$ cat src/rtl/wb_pkg.sv
// Shared write-back types: register-file geometry and the queued write request.
package wb_pkg;
  localparam int REG_AW = 5;
  localparam int REG_DW = 32;
  localparam logic [REG_AW-1:0] REG_ZERO = '0;

  typedef struct packed {
    logic [REG_AW-1:0] wa;
    logic [REG_DW-1:0] wd;
  } wb_req_t;
endpackage

$ cat src/rtl/wb_fifo.sv
// Small synchronous FIFO of write-back requests; exposes storage and a per-slot
// valid mask so the top can compare queued destinations against decode reads.
module wb_fifo
  import wb_pkg::*;
#(
  parameter int DEPTH = 4,
  localparam int PW = $clog2(DEPTH)
) (
  input  logic                  clk,
  input  logic                  rst_n,
  input  logic                  push,
  input  wb_req_t               push_data,
  input  logic                  pop,
  output wb_req_t               head,
  output logic [PW:0]           count,
  output wb_req_t [DEPTH-1:0]   entries,
  output logic [DEPTH-1:0]      valid
);
  logic [PW:0]         wptr_q, wptr_d, rptr_q, rptr_d, count_q, count_d;
  wb_req_t [DEPTH-1:0] mem_q, mem_d;

  always_comb begin
    mem_d   = mem_q;
    wptr_d  = wptr_q;
    rptr_d  = rptr_q;
    count_d = count_q;
    if (push) begin
      mem_d[wptr_q[PW-1:0]] = push_data;
      wptr_d = wptr_q + 1'b1;
    end
    if (pop) rptr_d = rptr_q + 1'b1;
    case ({push, pop})
      2'b10:   count_d = count_q + 1'b1;
      2'b01:   count_d = count_q - 1'b1;
      default: count_d = count_q;
    endcase
  end

  always_ff @(posedge clk or negedge rst_n) begin
    if (!rst_n) begin
      mem_q   <= '0;
      wptr_q  <= '0;
      rptr_q  <= '0;
      count_q <= '0;
    end else begin
      mem_q   <= mem_d;
      wptr_q  <= wptr_d;
      rptr_q  <= rptr_d;
      count_q <= count_d;
    end
  end

  // A slot is live when its distance from the read pointer is below occupancy.
  for (genvar i = 0; i < DEPTH; i++) begin : g_vld
    assign valid[i] = ((PW+1)'(PW'(i) - rptr_q[PW-1:0])) < count_q;
  end

  assign head    = mem_q[rptr_q[PW-1:0]];
  assign count   = count_q;
  assign entries = mem_q;
endmodule

$ cat src/rtl/wb_arbiter.sv
// Register-file write-port arbiter: pipeline write-back wins, long-latency results
// queue in a FIFO. Optional same-cycle ml bypass when idle: define WB_ML_BYPASS_EN.
module wb_arbiter
  import wb_pkg::*;
#(
  parameter int DEPTH = 4,
  parameter int AW    = REG_AW,
  parameter int DW    = REG_DW,
  localparam int PW   = $clog2(DEPTH)
) (
  input  logic          clk,
  input  logic          rst,
  input  logic          pipe_we,
  input  logic [AW-1:0] pipe_wa,
  input  logic [DW-1:0] pipe_wd,
  input  logic          ml_valid,
  output logic          ml_ready,
  input  logic [AW-1:0] ml_wa,
  input  logic [DW-1:0] ml_wd,
  output logic          we3,
  output logic [AW-1:0] wa3,
  output logic [DW-1:0] wd3,
  input  logic [AW-1:0] ra1,
  input  logic [AW-1:0] ra2,
  output logic          qhit1,
  output logic          qhit2,
  output logic [PW:0]   q_count
);
  localparam logic [PW:0] DEPTH_C = (PW+1)'(DEPTH);

  logic          we3_q, we3_d, ml_ready_q, ml_ready_d;
  logic [AW-1:0] wa3_q, wa3_d;
  logic [DW-1:0] wd3_q, wd3_d;

  logic                pipe_sel, ml_take, bypass, push, pop, fifo_nempty;
  wb_req_t             ml_req, head;
  logic [PW:0]         count, count_nxt;
  wb_req_t [DEPTH-1:0] entries;
  logic [DEPTH-1:0]    fvalid, hit1, hit2;

  assign ml_req      = '{wa: ml_wa, wd: ml_wd};
  assign fifo_nempty = (count != '0);
  assign pipe_sel    = pipe_we && (pipe_wa != '0);
  // Writes to r0 are consumed without ever touching the port or the queue.
  assign ml_take     = ml_valid && ml_ready_q && (ml_wa != '0);

`ifdef WB_ML_BYPASS_EN
  assign bypass = ml_take && !pipe_sel && !fifo_nempty;
`else
  assign bypass = 1'b0;
`endif

  assign push = ml_take && !bypass;
  assign pop  = !pipe_sel && fifo_nempty;

  always_comb begin
    we3_d = 1'b0;
    wa3_d = wa3_q;
    wd3_d = wd3_q;
    if (pipe_sel) begin
      we3_d = 1'b1;
      wa3_d = pipe_wa;
      wd3_d = pipe_wd;
    end else if (pop) begin
      we3_d = 1'b1;
      wa3_d = head.wa;
      wd3_d = head.wd;
    end else if (bypass) begin
      we3_d = 1'b1;
      wa3_d = ml_wa;
      wd3_d = ml_wd;
    end
  end

  // Ready tracks next-cycle occupancy so it reflects the count at each cycle start.
  always_comb begin
    count_nxt  = count + (PW+1)'(push) - (PW+1)'(pop);
    ml_ready_d = count_nxt < DEPTH_C;
  end

  always_ff @(posedge clk or negedge rst) begin
    if (!rst) begin
      we3_q      <= 1'b0;
      wa3_q      <= '0;
      wd3_q      <= '0;
      ml_ready_q <= 1'b0;
    end else begin
      we3_q      <= we3_d;
      wa3_q      <= wa3_d;
      wd3_q      <= wd3_d;
      ml_ready_q <= ml_ready_d;
    end
  end

  wb_fifo #(.DEPTH(DEPTH)) u_fifo (
    .clk       (clk),
    .rst_n     (rst),
    .push      (push),
    .push_data (ml_req),
    .pop       (pop),
    .head      (head),
    .count     (count),
    .entries   (entries),
    .valid     (fvalid)
  );

  for (genvar i = 0; i < DEPTH; i++) begin : g_hit
    assign hit1[i] = fvalid[i] && (entries[i].wa == ra1);
    assign hit2[i] = fvalid[i] && (entries[i].wa == ra2);
  end

  assign qhit1    = |hit1 && (ra1 != '0);
  assign qhit2    = |hit2 && (ra2 != '0);
  assign we3      = we3_q;
  assign wa3      = wa3_q;
  assign wd3      = wd3_q;
  assign ml_ready = ml_ready_q;
  assign q_count  = count;
endmodule

$ cat config.mk
export PLATFORM = sky130hd
export DESIGN_NAME = wb_arbiter
export DESIGN_NICKNAME = d
export VERILOG_FILES = /design/src/rtl/wb_pkg.sv /design/src/rtl/wb_fifo.sv /design/src/rtl/wb_arbiter.sv
export SDC_FILE = /design/constraint.sdc
export NUM_CORES = 1
export LEC_CHECK = 0
export BUFFER_PORTS_ARGS = -buffer_cell sky130_fd_sc_hd__buf_4
export CORE_MARGIN = 2
export CORE_UTILIZATION = 50
export CTS_CLUSTER_SIZE = 30
export DETAILED_ROUTE_END_ITERATION = 8
export GPL_TIMING_DRIVEN = 0
export PLACE_DENSITY_LB_ADDON = 0.08
export RECOVER_POWER = 50
export SETUP_SLACK_MARGIN = 0.1
export SYNTH_ARGS = -nofsm -noshare
export SYNTH_HDL_FRONTEND = slang
export SYNTH_SLANG_ARGS = --single-unit
$ cat constraint.sdc
create_clock -name clk -period 3.2 [get_ports clk]
set_input_delay 0.16 -clock clk [delete_from_list [all_inputs] [get_ports clk]]
set_output_delay 0.16 -clock clk [all_outputs]
set_load 0.05 [all_outputs]
==> metrics.yaml <==
worst_hold_path:
  worstHoldPathType: "in -> reg"
  min_path_cells: 2
pwr:
  power_density_mw_per_mm2: 1051
  vdd_ir_drop_max_uv: 483.3
  leakagePower_nw: 5.203
floorplanning:
  dieWidth_microns: 142.4
  fp.dieH_microns: 142.4
  floorplan.die_area_sq_mm: 0.02028
  core.rowCount: 50
  start_util: 0.5103
  core_area_sq_mm: 0.01877
  ioPinCount: 132
worst_setup_path:
  rrSetupSlack_ns: 0.79
  r2r-start: "u_fifo.count[0]"
  worst_ep_required_time_ns: 3.04
  critical_path.max_fanout: 19
  worstRegToRegCells: 7
  critical_path.cell_chain: "buf_8 > inv_1 > ha_1 > inv_1 > ha_1 > a21oi_1 > o21ai_1 > nor4_1 > a21oi_1 > a21oi_1 > buf_4"
  cp-startpoint: "u_fifo.rptr_q[1]"
  crit_end: "qhit2"
  timing.rr.end: "u_fifo.count[1]"
  critical-path-top-delay-family: "buffers and inverters"
  crit_arrival_ns: 2.81
  critical_path_cell_count: 11
  timing.critical_path.from_type: "flop"
  critPathMostFrequentCell: "sky130_fd_sc_hd__a21oi_1"
  setup.worst_path.end_class: "output port"
  worst_path_max_delay_cell: "sky130_fd_sc_hd__dfrtp_2"
  critical_path_start_end_classification: "reg -> out"
  critical_path_buf_inv_count: 4
  max_incr_delay_on_cp_ns: 0.44
cts:
  h-tree-depth: 4
  tritoncts_num_sinks: 194
  clk_path_buf_depth: 2
  cts_setup_buffers: 0
  cts_tree: "done"
  cts_made_buffers: 17
  clk_pin_slew_ns: 0.08
  clock_tree.root_cell: "sky130_fd_sc_hd__clkbuf_16"
  clkLatencyLatePin_ns: 0.43
sta:
  holdWs_ns: 0.02037
  final-max-slew-violation-count: 73
  layout_setup_ws_ns: 0.2346
  timing.slew.headroom: -0.2856
  timing.final.crit_share: 0.9267
  worst-slew-pin-transition_ns: 1.928
  rsz_0062_raised_after_global_routing: "no"
  final_setup_violation_count: 0
  timing.final.crit_period_ns: 2.965
  hold_viol_final: 0
  maxClockFrequency_mhz: 337.2
  totalNegativeSetupSlack_ns: 0
  timing.clock.skew_ns: 0.01269
placement:
  dp_worst_setup_slack_ns: -0.1730
  numPortBuffers: 121
  dp.final_hpwl_mm: 15.17
  routability_congestion_estimate_from_global_placement: 0.8604
  dp.cells: 1023
route:
  detail_route.wl_per_cell_microns: 19.91
  wirelength_mm: 22.42
  drc: 0
  post_drt_via_cell_ratio: 5.391
  via_count: 6070
  drt_first_iter_violations: 261
  drt-pass1-iter-count: 4
  antenna_left: 0
cells_and_area:
  fraction_of_final_layout_cells_with_drive_strength_greater_than_1: 0.4036
  finalNonFillerCells: 1126
  sequential_area_sq_mm: 0.004856
  multi_input_area_sq_mm: 0.004369
  area.growth.synth_to_final_pct: 25.36
  final_common_cell: "sky130_fd_sc_hd__dfrtp_1"
  insertedDiodeCount: 0
  num-fill-cells: 1441
  most-common-layout-cells: "sky130_fd_sc_hd__dfrtp_1, sky130_fd_sc_hd__mux2_2, sky130_fd_sc_hd__buf_4"
  fin_nets: 984
synth:
  complex_gate_fraction_of_the_synthesized_area: 0.03893
  netlist_area_sq_mm: 0.009577
  synth_simple_gate_area_frac: 0.04142
  synth-async-reset-ratio: 1.000
  synthesis.nets: 772
  yosys.area_share.adder: 0.02299
  synthXorXnorAreaFrac: 0.04298
  synth.mux.area_fraction: 0.3099
  yosys_register_bits: 194
  synthesis.yosys.warnings: 0
  dominant_combinational_cell_family_by_area_after_synthesis: "multiplexers"
  syn-mean-instance-area_sq_um: 14.36
  synth_enable_flop_cells: 0
  ys_dominant_reg_cell: "sky130_fd_sc_hd__dfrtp_1"
  ys_types: 36
  ys_seq_area_frac: 0.5069
  number_of_cells_produced_by_synthesis: 667
global_routing:
  pin_count_of_the_biggest_net_entering_global_routing: 123
  grt_pass1_vias: 6558
  grt_first_pass_wirelength_mm: 36.05
  globalRoute.totalOverflow: 0
  globalRouteTotalUtil: 0.2346
  antenna_found_initial: 0
run_status:
  status: "complete, but fails checks"
  violations_in_the_final_reports: "capacitance limit, slew limit"
job:
  cap_viol_max_count: 1
[where the power goes]
group          leakage [nW]  total, mW  switching, mW  internal [mW]
Combinational          2.60       5.93           3.07           2.86
Sequential             2.31       4.48          0.791           3.69
Clock                 0.292       2.20           1.07           1.13
Total                  5.20       12.6           4.93           7.69
[synth_stat cells (all sizes together) (2+ instances only)]
master / number / area share
a21oi: 43 / 0.031
buf: 34 / 0.028
clkbuf: 10 / 0.0039
dfrtp: 194 / 0.51
ha: 16 / 0.021
inv: 13 / 0.0051
mux2: 149 / 0.18
mux2i: 37 / 0.039
mux4: 37 / 0.087
nand2: 9 / 0.0086
nand3: 7 / 0.0037
nor2: 40 / 0.016
nor2b: 2 / 0.0013
nor3: 5 / 0.0031
nor4: 6 / 0.0039
o21ai: 6 / 0.0035
or4: 3 / 0.0024
xnor2: 28 / 0.026
xor2: 19 / 0.017
[registers in the layout, indices dropped and copies added (netlist names)]
signal	count
ml_ready	1
we3	1
u_fifo.count	3
wd3	32
wa3	5
u_fifo.rptr_q	2
u_fifo.wptr_q	2
u_fifo.entries	148
[kinds of logic after synthesis]
group | after synthesis
mux | 223
simple gates | 75
fa+ha+maj | 17
buf+inv | 57
xor+xnor | 47
compound gates | 54
flops | 194
[timing repair]
action                                 in CTS  in global routing
endpoints found under the hold margin     244                  0
setup endpoints to repair                   2                  2
resized for setup                           5                  5
hold buffers                               72                  0
pin swaps                                   0                  1
[how the worst min path moves through the flow]
stage	from	end	slack, ns
after floorplan	rst	ml_ready	-0.14
after global placement	pipe_wd[28]	wd3[28]	0.40
after detailed placement	rst	u_fifo.entries[66]	0.18
after CTS	ml_wa[2]	u_fifo.entries[71]	0.00007
after global routing	ml_wa[4]	u_fifo.entries[110]	0.01
final	ml_wa[2]	u_fifo.entries[71]	0.02
[through the flow]
| stage | cell area [sq um] | total power, mW | util |
|---|---|---|---|
| after floorplan | 9577 | 8.968 | - |
| after global placement | 10780 | 10.33 | 0.5743 |
| after detailed placement | 10810 | 10.59 | 0.5761 |
| after CTS | 12160 | 12.92 | 0.6479 |
| after global routing | 12010 | 13.38 | 0.6397 |
| final | 12010 | 12.62 | 0.6397 |
[routing by layer]
layer / track usage / wire length, microns
met2: 0.4124 / 11520
met3: 0.03701 / 813
met5: 0 / 0
met4: 0.05836 / 243
met1: 0.3065 / 9844
[layout make-up]
cell class	count	share of cell area
Tap cell	234	0.02439
Timing Repair Buffer	194	0.1246
Inverter	13	0.004065
Buffer	43	0.02741
Clock buffer	17	0.03544
Clock inverter	15	0.01563
Sequential cell	194	0.4045
Multi-Input combinational cell	416	0.3639
Note: power is estimated with default switching activity, not from simulation.
